[src/rtl/seq_alu.sv]
// Multicycle ALU with Start/Busy/Done handshake: single-cycle logic ops plus iterative
// unsigned MUL and (when SEQ_ALU_DIV_EN is defined) restoring unsigned DIVU.
module seq_alu #(
    parameter int WIDTH = 16
) (
    input  logic             clk,
    input  logic             rst_n,
    input  logic             Start,
    input  logic [3:0]       ALUOp,
    input  logic [WIDTH-1:0] In1,
    input  logic [WIDTH-1:0] In2,
    output logic [WIDTH-1:0] Out,
    output logic [WIDTH-1:0] OutHi,
    output logic             Zero,
    output logic             DivZero,
    output logic             Busy,
    output logic             Done
);
    localparam int CW = $clog2(WIDTH);

    typedef enum logic [1:0] {IDLE, RUN, DONE} state_t;

    state_t           state_q, state_d;
    logic [CW-1:0]    cnt_q, cnt_d;
    logic [WIDTH-1:0] b_q, b_d;
    logic [WIDTH-1:0] hi_q, hi_d;
    logic [WIDTH-1:0] lo_q, lo_d;
    logic [WIDTH-1:0] out_q, out_d;
    logic [WIDTH-1:0] outhi_q, outhi_d;
    logic             zero_q, zero_d;
    logic             divz_q, divz_d;

    logic [WIDTH:0]   mul_sum;
    logic [WIDTH-1:0] step_hi, step_lo;
    logic [WIDTH-1:0] res_lo, res_hi;
    logic             res_dz, go_run;
`ifdef SEQ_ALU_DIV_EN
    logic             is_div_q, is_div_d;
    logic [WIDTH:0]   div_r, div_diff;
`endif

    // One iteration: {hi,lo} shift-add for MUL; hi = partial remainder, lo = dividend/quotient for DIVU.
    always_comb begin
        mul_sum = {1'b0, hi_q} + ({1'b0, b_q} & {(WIDTH+1){lo_q[0]}});
        step_hi = mul_sum[WIDTH:1];
        step_lo = {mul_sum[0], lo_q[WIDTH-1:1]};
`ifdef SEQ_ALU_DIV_EN
        div_r    = {hi_q, lo_q[WIDTH-1]};
        div_diff = div_r - {1'b0, b_q};
        if (is_div_q) begin
            if (!div_diff[WIDTH]) begin
                step_hi = div_diff[WIDTH-1:0];
                step_lo = {lo_q[WIDTH-2:0], 1'b1};
            end else begin
                step_hi = div_r[WIDTH-1:0];
                step_lo = {lo_q[WIDTH-2:0], 1'b0};
            end
        end
`endif
    end

    always_comb begin
        state_d = state_q;
        cnt_d   = cnt_q;
        b_d     = b_q;
        hi_d    = hi_q;
        lo_d    = lo_q;
        out_d   = out_q;
        outhi_d = outhi_q;
        divz_d  = divz_q;
`ifdef SEQ_ALU_DIV_EN
        is_div_d = is_div_q;
`endif
        res_lo  = '0;
        res_hi  = '0;
        res_dz  = 1'b0;
        go_run  = 1'b0;
        case (state_q)
            IDLE, DONE: begin
                if (Start) begin
                    case (ALUOp)
                        4'b0000: res_lo = In1 + In2;
                        4'b0001: res_lo = In1 - In2;
                        4'b0010: res_lo = In1 & In2;
                        4'b0011: res_lo = In1 | In2;
                        4'b0100: res_lo = ~In1;
                        4'b0101: res_lo = In1;
                        4'b0110: res_lo = In2;
                        4'b0111: res_lo[0] = $signed(In1) < $signed(In2);
                        4'b1000: go_run = 1'b1;
`ifdef SEQ_ALU_DIV_EN
                        4'b1001: begin
                            if (In2 == '0) begin
                                res_lo = '1;
                                res_hi = In1;
                                res_dz = 1'b1;
                            end else begin
                                go_run = 1'b1;
                            end
                        end
`endif
                        default: res_lo = '0;
                    endcase
                    if (go_run) begin
                        state_d = RUN;
                        cnt_d   = CW'(WIDTH-1);
                        b_d     = In2;
                        lo_d    = In1;
                        hi_d    = '0;
`ifdef SEQ_ALU_DIV_EN
                        is_div_d = ALUOp[0];
`endif
                    end else begin
                        state_d = DONE;
                        out_d   = res_lo;
                        outhi_d = res_hi;
                        divz_d  = res_dz;
                    end
                end else begin
                    state_d = IDLE;
                end
            end
            RUN: begin
                hi_d  = step_hi;
                lo_d  = step_lo;
                cnt_d = cnt_q - CW'(1);
                if (cnt_q == '0) begin
                    state_d = DONE;
                    cnt_d   = '0;
                    out_d   = step_lo;
                    outhi_d = step_hi;
                    divz_d  = 1'b0;
                end
            end
            default: state_d = IDLE;
        endcase
        zero_d = (out_d == '0);
    end

    always_ff @(posedge clk) begin
        if (!rst_n) begin
            state_q <= IDLE;
            cnt_q   <= '0;
            b_q     <= '0;
            hi_q    <= '0;
            lo_q    <= '0;
            out_q   <= '0;
            outhi_q <= '0;
            zero_q  <= 1'b1;
            divz_q  <= 1'b0;
`ifdef SEQ_ALU_DIV_EN
            is_div_q <= 1'b0;
`endif
        end else begin
            state_q <= state_d;
            cnt_q   <= cnt_d;
            b_q     <= b_d;
            hi_q    <= hi_d;
            lo_q    <= lo_d;
            out_q   <= out_d;
            outhi_q <= outhi_d;
            zero_q  <= zero_d;
            divz_q  <= divz_d;
`ifdef SEQ_ALU_DIV_EN
            is_div_q <= is_div_d;
`endif
        end
    end

    assign Out     = out_q;
    assign OutHi   = outhi_q;
    assign Zero    = zero_q;
    assign DivZero = divz_q;
    assign Busy    = (state_q == RUN);
    assign Done    = (state_q == DONE);
endmodule

[config.mk]
export PLATFORM = sky130hd
export DESIGN_NAME = seq_alu
export DESIGN_NICKNAME = d
export VERILOG_FILES = /design/src/rtl/seq_alu.sv
export SDC_FILE = /design/constraint.sdc
export NUM_CORES = 1
export LEC_CHECK = 0
export CAP_MARGIN = 20
export CELL_PAD_IN_SITES_DETAIL_PLACEMENT = 1
export CELL_PAD_IN_SITES_GLOBAL_PLACEMENT = 1
export CORE_MARGIN = 2
export CORE_UTILIZATION = 40
export CTS_CLUSTER_DIAMETER = 50
export DETAILED_ROUTE_END_ITERATION = 10
export GPL_TIMING_DRIVEN = 0
export PLACE_DENSITY = 0.83
export REMOVE_ABC_BUFFERS = 1
export SETUP_SLACK_MARGIN = 0.1
export SYNTH_ARGS = -nofsm -noshare
export SYNTH_HDL_FRONTEND = slang
export SYNTH_SLANG_ARGS = --single-unit
[constraint.sdc]
create_clock -name clk -period 4.2 [get_ports clk]
set_input_delay 0.84 -clock clk [delete_from_list [all_inputs] [get_ports clk]]
set_output_delay 0.84 -clock clk [all_outputs]
set_load 0.02 [all_outputs]
**Yosys cells after proc, flatten, opt, wreduce, memory -nomap -nowiden**

Index checks and enable logic that the tools add are counted.

- Register bits: 88

- Magnitude comparators: 1
- Multiplexer cells: 31
- Add/subtract/negate cells: 4
- Reduce and logical (&&, ||, !) cells: 9
- Equality and inequality tests: 14
- Bitwise gates (word level): 4

Operator list:

| cell | count |
|---|---|
| two-way mux 16 bit | 10 |
| one-hot mux 16 bit (2 select lines) | 4 |
| one-hot mux 15 bit (7 select lines) | 1 |
| adder 16 x 17 -> 17 bit | 1 |
| bitwise AND 16 x 17 -> 17 bit | 1 |
| adder 16 bit | 1 |
| bitwise AND 16 bit | 1 |
| equality test 4 x 3 -> 1 bit (second input constant) | 4 |
| logical NOT 16 bit | 1 |
| less-than comparator 16 bit | 1 |
| NOT 16 bit | 1 |
| bitwise OR 16 bit | 1 |
| subtractor 16 bit | 1 |
| two-way mux 4 bit | 3 |
| equality test 4 x 2 -> 1 bit (second input constant) | 2 |
| logical NOT 4 bit | 2 |
| one-hot mux 1 bit (8 select lines) | 1 |
| one-hot mux 4 bit (2 select lines) | 1 |
| two-way mux 1 bit | 6 |
| two-way mux 2 bit | 3 |
| inequality test 2 bit (second input constant) | 3 |
| AND reduction 3 bit | 2 |
| equality test 4 x 1 -> 1 bit (second input constant) | 1 |
| equality test 4 bit (second input constant) | 1 |
| 10 further kinds | 10 |

**Logic depth before layout (Yosys ltp)**

Gate-level depths: netlist (run 1).

- Depth in word-level cells: 8
- Gate-level depth with buffers: 13
- Gate-level depth less buffers: 12

**Least setup slack after synthesis (run 1)**

OpenSTA, ideal clock, no wires.

- Path type: input port to flip-flop
- Start point: input port In1[0]
- End point: register zero_q (netlist: Zero)
- Stages: 12
- Slack: 0.659 ns
- Arrival: 3.454 ns
- Path buffers: 0
- Cells stage by stage: inv_1 ha_1 fa_1 o21bai_1 a221o_1 a2111oi_2 nand2_1 o21ai_1 xor2_1 a221o_1 or4_1 o31ai_1

- Longest elaborated chain between the ends: 6
- Elaborated cells on any way between the ends: 12
- Classes of those cells: add/sub (2); order compare (1); mux (5); bitwise (3); reduce/logical (1)

RTL lines:

| item | RTL line | source |
|---|---|---|
| start, declared | 10 | `input logic [WIDTH-1:0] In1,` |
| subtractor 16 bit (tied with other cells) | 83 | `4'b0001: res_lo = In1 - In2;` |
| one-hot mux 1 bit (8 select lines) or one-hot mux 15 bit (7 select lines) (tied branches) | 81 | `case (ALUOp)` |
| two-way mux 16 bit (*) | 104 | `if (go_run) begin` |
| two-way mux 16 bit (*) | 80 | `if (Start) begin` |
| one-hot mux 16 bit (2 select lines) (*) | 78 | `case (state_q)` |
| logical NOT 16 bit (*) | 137 | `zero_d = (out_d == '0);` |
| end signal, assigned | 162 | `zero_q <= zero_d;` |
| end, declared | 30 | `logic zero_q, zero_d;` |

Mark *: on every way between the ends. The rest lies on a longest branch, timed or not.
A chain may end at the register's enable or synchronous reset.

**Final worst setup path (run 1)**

- Start point: input port ALUOp[3]
- End point: register zero_q (netlist: Zero)

- Longest elaborated chain between the ends: 8
- Elaborated cells on any way between the ends: 18
- Classes of those cells: eq/ne (8); mux (8); reduce/logical (2)

RTL lines:

| item | RTL line | source |
|---|---|---|
| start, declared | 9 | `input logic [3:0] ALUOp,` |
| equality test 4 bit | 81 |  |
| two-way mux 1 bit | 81 |  |
| two-way mux 1 bit | 80 |  |
| two-way mux 1 bit | 78 |  |
| two-way mux 16 bit (*) | 104 |  |
| two-way mux 16 bit (*) | 80 |  |
| one-hot mux 16 bit (2 select lines) (*) | 78 |  |
| logical NOT 16 bit (*) | 137 |  |

Mark *: on every way between the ends. The rest lies on a longest branch, timed or not. The select of a mux whose other input is x is not followed.

==> key figures, run 1 <==
Status
  • Status: finished clean

Worst setup path
  • CP Capture Point: Zero
  • CP Launch Point: ALUOp[3]
  • Worst flop-to-flop path startpoint: lo_q[0]
  • CP max FO: 15
  • CP Launch Type: input pin
  • Worst path top cell family by delay: simple AND/OR/NAND/NOR gates
  • CP bufs+invs: 1
  • Critical path class: in2reg
  • Slowest library cell on the worst path: clkdlybuf4s50_1
  • Req. time, crit path: 4.46 ns
  • Crit-path max cell delay: 0.84 ns
  • Worst R2R End: hi_q[13]
  • Reg2Reg Depth: 12
  • R2r setup slk: 0.70 ns
  • Number of cells on the critical path: 10
  • Cells along the critical path: clkdlybuf4s50_1 > nand2b_1 > nor3b_2 > a221oi_1 > and3_1 > o311ai_0 > o21bai_1 > a22o_1 > or4_1 > o31ai_2
  • CP endpoint kind: register
  • WP data arrival: 4.37 ns

CTS
  • Worst-Skew Late Latency: 0.35 ns
  • CTS tree: done
  • H-tree depth: 3
  • Clock sink total: 87
  • Hold-fix buffers, CTS: 0
  • Root Driver: clkbuf_16
  • Num CTS Buffers: 9
  • CTS Buffer Depth: 2
  • Worst-path clk slew: 0.06 ns

Cells and area
  • Share of cells above drive strength 1: 7.22%
  • Most frequent cells in the layout: nand2_1 (107), a21oi_1 (89), dfxtp_1 (86)
  • Area grow syn2layout: 18.3%
  • Fill cells: 2,134
  • # diodes: 0
  • FF/Latch Area: 1740 um2
  • Design area: 8460 um2
  • Most common cell after layout, fill and taps aside: nand2_1
  • Multi-input gate area: 5120 um2
  • NumNets Final: 1,091

Flow run
  • Max Cap Violations: 0

Pwr
  • Power Total: 0.00221 W
  • P_sw: 0.000691 W
  • Combinational share of power: 25.0%
  • Switching Share: 31.3%
  • LEAKAGE: 3.36 nW
  • Sequential power share: 38.7%
  • Clk pwr share: 36.3%
  • Internal cell power: 0.00152 W
  • Worst VDD drop: 234 uV
  • Power Density: 261 nW/um2

GRT
  • Largest net degree at the start of global routing: 52
  • Vias in the first global route: 7,431
  • First-pass GRT wire length: 39,800 um
  • Antenna violations before repair: 0
  • Total grt overflow: 0
  • GRT Util Overall: 27.2%

STA
  • Fmax: 243 MHz
  • Fin Clk Skew: 0.00729 ns
  • Final worst-path setup slack: 0.0923 ns
  • Pins Over Slew Limit: 0
  • Setup TNS: 0 ns
  • Tightest Pin Transition: 1.10 ns
  • Minimum clock period: 4.11 ns
  • Final setup vio count: 0
  • Final hold vios: 0
  • Max-slew headroom: 26.7%
  • RSZ-0062 raised after global routing: yes
  • Final Cycle Share: 97.8%

Placed design
  • Detailed Place HPWL: 19,000 um
  • Dpl cell area: 8050 um2
  • Pre-CTS setup slack: -0.576 ns
  • GPL Wtd Cong: 0.947
  • Port bufs: 73

Floorplan
  • Die Y-Extent: 138 um
  • Initial Utilization: 41.2%
  • Core area: 17,400 um2
  • Row count: 48
  • I/O Pins: 75
  • Die W: 138 um
  • Die ar.: 19,000 um2

Drt
  • Routed vias/inst: 6.12
  • DRT Pass-1 Iters: 5
  • Iteration-0 DRC count of the detailed router: 468
  • Drt drc: 0
  • Post-DRT Antenna Nets: 0
  • WL final: 25,100 um
  • WL/cell: 20.8 um
  • Via count: 7,401

Synth
  • Seq cells post-synth: 87
  • Post-Syn Instances: 947
  • Number of warnings issued by yosys: 0
  • Seq/Total Area, Yosys: 24.4%
  • Ys async rst share: 0%
  • Post-Synthesis Cell Area: 7150 um2
  • EDFF count, synth: 0
  • Top_reg_cell synth: dfxtp_1
  • Largest cells by area after synthesis: dfxtp_1 (24%), ha_1 (12%), a21oi_1 (6.4%)
  • Post-synth top area cell: dfxtp_1
  • Synth top area share: 24.4%
  • Cell variety after synth: 70
  • Synth Area per Inst: 7.55 um2

Worst hold path
  • Hold/Removal Path Class: reg2reg
[through the flow]
step	util (%)	std cells	hold slack, ns
after detailed placement	46.4	1194	0.443
after CTS	48.5	1208	0.453
after global routing	48.7	1209	0.467
after global placement	45.7	1187	0.438
final	48.7	1209	0.450
after floorplan	-	889	0.432
[flip-flops by register name (all words and copies together) (netlist names)]
register and count:
cnt_q 4, lo_q 16, Out 16, state_q 2
hi_q 16, b_q 16, OutHi 16, Zero 1
[layout make-up]
class	count	area share (%)
Timing Repair Buffer	81	9.81
Clock inverter	4	0.562
Multi-Input combinational cell	749	60.5
Inverter	53	2.37
Clock buffer	10	2.83
Tap cell	225	3.33
Sequential cell	87	20.6
[worst min-delay path by stage]
stage | from | endpoint | cells past startpoint
2_1_floorplan | b_q[0] | b_q[0] | 2
4_1_cts | b_q[5] | b_q[5] | 2
6_report | b_q[1] | b_q[1] | 2
3_5_place_dp | b_q[5] | b_q[5] | 2
3_3_place_gp | b_q[6] | b_q[6] | 2
5_1_grt | b_q[5] | b_q[5] | 2
[synth_stat cells, types with 8 or more instances]
library cell and n:
nand2_1 108, a21oi_1 91, dfxtp_1 87, nor2_1 75, ha_1 68, inv_1 51, clkbuf_1 49, o21ai_0 40
and2_1 33, nand3_1 25, a22oi_1 24, a211oi_1 21, nor3_1 18, mux2i_1 16, a221oi_1 14, nor2b_1 14
or3_1 13, o21a_1 12, xnor2_1 11, a31oi_1 10, nand2b_1 10, nand4_1 9, a21o_1 8, nand3b_1 8
o211ai_1 8, o221ai_1 8
[worst register-to-register path, delay by kind of cell, from the launching register on]
family                     cells  cell delay, ns
AOI/OAI and AO/OA              5            1.59
xor gates and xnor gates       1            0.15
adders and majority gates      2            0.42
DFF                            1            0.64
and+or+nand+nor                4            0.57
[power groups by stage]
| stage | combinational, W | sequential [W] | clock, W |
|---|---|---|---|
| final | 0.000552 | 0.000854 | 0.000802 |
| after floorplan | 0.000299 | 0.000877 | 0 |
| after CTS | 0.000538 | 0.000853 | 0.000809 |
| after global routing | 0.000595 | 0.000854 | 0.000846 |
| after global placement | 0.000505 | 0.000871 | 0 |
| after detailed placement | 0.000523 | 0.000872 | 0 |
[cells by family after synthesis]
family,synth area share (%)
compound gates,27.2
xor+xnor,1.96
fa+ha+maj,12.7
buf+inv,6.06
flops,24.4
mux,3.66
other cells,0.0525
simple gates,23.9
[per-layer routing]
metal	routed length [um]	vias up	part of all wire, %	global-route usage, %
met5	0	-	0	0
met4	705	0	2.8	11.5
met3	1160	42	4.6	1.66
met2	12100	202	48	45.9
met1	11100	3663	44	35.8
li1	-	3494	-	-
[what timing repair did]
| action | 4_1_cts | 5_1_grt |
|---|---|---|
| hold endpoints to repair | 0 | 0 |
| setup endpoints to repair | 2 | 2 |
| setup buffers | 0 | 1 |
| pin swaps | 3 | 4 |
| gates resized for setup | 37 | 11 |
(Power assumes the default switching activity.)
==> inputs of run 2 (changes only) <==
Settings changed: CORE_ASPECT_RATIO set to 0.75, RECOVER_POWER set to 50, SKIP_CTS_REPAIR_TIMING set to 1.
==> run 2 against run 1 <==
  * Count of clock-buffer cells in the layout grew 1
  * Non-clock buffer count is 6 higher
  * Maximum frequency down 0.96%
  * Clock power is 11% higher
  * Die area about the same
  * Sequential share of layout area decreased by 0.39 points
  * Cell count rose by 2.1%
  * Global-route usage up 1.1 points
  * Highest routed layer unchanged
==> key figures, run 2 (synthesis gave the netlist of run 1 again) <==
Pwr
  • LEAKAGE: 3.57 nW
  • Worst VDD drop: 166 uV
  • Power Density: 268 nW/um2

CTS
  • Worst-path clk slew: 0.07 ns
  • CTS tree: done
  • Clock sink total: 87
  • H-tree depth: 3
  • Worst-Skew Late Latency: 0.35 ns
  • CTS Buffer Depth: 2
  • Num CTS Buffers: 9
  • Root Driver: clkbuf_16

STA
  • Final setup vio count: 0
  • Minimum clock period: 4.15 ns
  • Final hold slack: 0.455 ns
  • Fmax: 241 MHz
  • RSZ-0062 raised after global routing: yes
  • Tightest Pin Transition: 1.07 ns
  • Pins Over Slew Limit: 0
  • Setup TNS: 0 ns
  • Final hold vios: 0
  • Max-slew headroom: 28.4%
  • Final Cycle Share: 98.8%
  • Fin Clk Skew: 0.00892 ns

GRT
  • GRT Util Overall: 28.2%
  • Vias in the first global route: 7,318
  • Total grt overflow: 0
  • Largest net degree at the start of global routing: 47
  • First-pass GRT wire length: 41,400 um
  • Antenna violations before repair: 0

Floorplan
  • Die W: 158 um
  • Die Y-Extent: 120 um
  • Core area: 17,600 um2
  • Row count: 42
  • Die ar.: 19,000 um2
  • I/O Pins: 75
  • Initial Utilization: 40.7%

Worst setup path
  • Req. time, crit path: 4.46 ns
  • WP data arrival: 4.41 ns
  • CP endpoint kind: register
  • Cells along the critical path: clkdlybuf4s50_1 > inv_2 > ha_1 > fa_2 > o21bai_2 > a221o_1 > a2111oi_4 > nand2_1 > o21ai_2 > xor2_1 > a221o_1 > or4_1 > o31ai_2
  • Most frequent CP cell: a221o_1
  • Critical path class: in2reg
  • R2r setup slk: 0.78 ns
  • Worst path top cell family by delay: compound AO/OA/AOI/OAI gates
  • CP max FO: 3
  • CP Launch Type: input pin
  • Crit-path max cell delay: 0.56 ns
  • Slowest library cell on the worst path: or4_1
  • CP bufs+invs: 2

Placed design
  • Detailed Place HPWL: 19,600 um
  • GPL Wtd Cong: 0.899
  • Placed insts: 1,212
  • Port bufs: 73

Worst hold path
  • Hold/Removal Path Class: reg2reg

Cells and area
  • Multi-input gate area: 5100 um2
  • Post-route insts no fill: 1,234
  • FF/Latch Area: 1740 um2
  • Share of cells above drive strength 1: 7.66%
  • NumNets Final: 1,097
  • Area grow syn2layout: 20.7%
  • # diodes: 0
  • Core Util, Final: 49.1%
  • Most frequent cells in the layout: nand2_1 (107), a21oi_1 (90), dfxtp_1 (86)
  • Fill cells: 2,162
  • Most common cell after layout, fill and taps aside: nand2_1

Drt
  • WL/cell: 21.5 um
  • WL final: 26,500 um
  • Via count: 7,556
  • Post-DRT Antenna Nets: 0
  • Drt drc: 0
  • Iteration-0 DRC count of the detailed router: 770
  • DRT Pass-1 Iters: 7
  • Routed vias/inst: 6.12

Flow run
  • Max Cap Violations: 0

Status
  • Status: finished clean
==> run 2: cell count changes in the layout (fill, tap and decap cells not counted), sizes merged <==
cell,before,now
dlygate4sd3,0,35
clkdlybuf4s50,52,22
dlygate4sd2,13,0
dlymetal6s2s,7,15
clkbuf,10,14
buf,9,12
clkinv,4,2
clkinvlp,1,3
bufinv,1,2
==> run 2: final timing paths <==
check             endpoint  cells after the start       start
hold / removal      b_q[8]                      2      b_q[8]
setup / recovery      Zero                     13      In1[0]
hold reg to reg     b_q[8]                      2      b_q[8]
setup reg to reg      Zero                      8  state_q[0]
==> run 2: final cells by class <==
| type | count | area share, % |
|---|---|---|
| multi-input combinational | 749 | 59.2 |
| sequential | 87 | 20.2 |
| timing repair buffer | 87 | 10.9 |
| tap | 242 | 3.51 |
| clock buffer | 11 | 2.93 |
| inverter | 53 | 2.35 |
| clock inverter | 5 | 0.929 |
==> run 2: through the flow <==
stage	cell area (um2)	worst slack [ns]	power (W)
6_report	8620	0.0523	0.00231
3_5_place_dp	8080	-0.805	0.00140
2_1_floorplan	6910	0.400	0.00118
4_1_cts	8410	-0.488	0.00228
3_3_place_gp	7950	-2.63	0.00138
5_1_grt	8620	-0.0445	0.00240
==> run 2: report_power, final <==
| group | internal [W] | leakage [nW] | total (W) | switching, W |
|---|---|---|---|---|
| registers | 0.000840 | 0.704 | 0.000854 | 0.0000148 |
| clock network | 0.000553 | 0.158 | 0.000894 | 0.000341 |
| logic | 0.000215 | 2.71 | 0.000566 | 0.000351 |
| total | 0.00161 | 3.57 | 0.00231 | 0.000707 |
==> run 2: layer usage <==
layer	track usage, %	routed length, um	vias up
li1	-	-	3513
met1	41.6	12600	3735
met2	42.7	11600	277
met3	4.95	1880	31
met4	6.36	504	0
met5	0	0	-
==> run 2: worst register-to-register path, cell delays in order (launching register included) <==
cell	delay, ns
dfxtp_2	0.71
inv_1	0.46
nand3_1	0.39
nor2b_1	0.25
a222oi_1	0.33
o21ai_0	0.21
nor4b_1	0.42
nand4b_1	0.26
o31ai_2	0.30
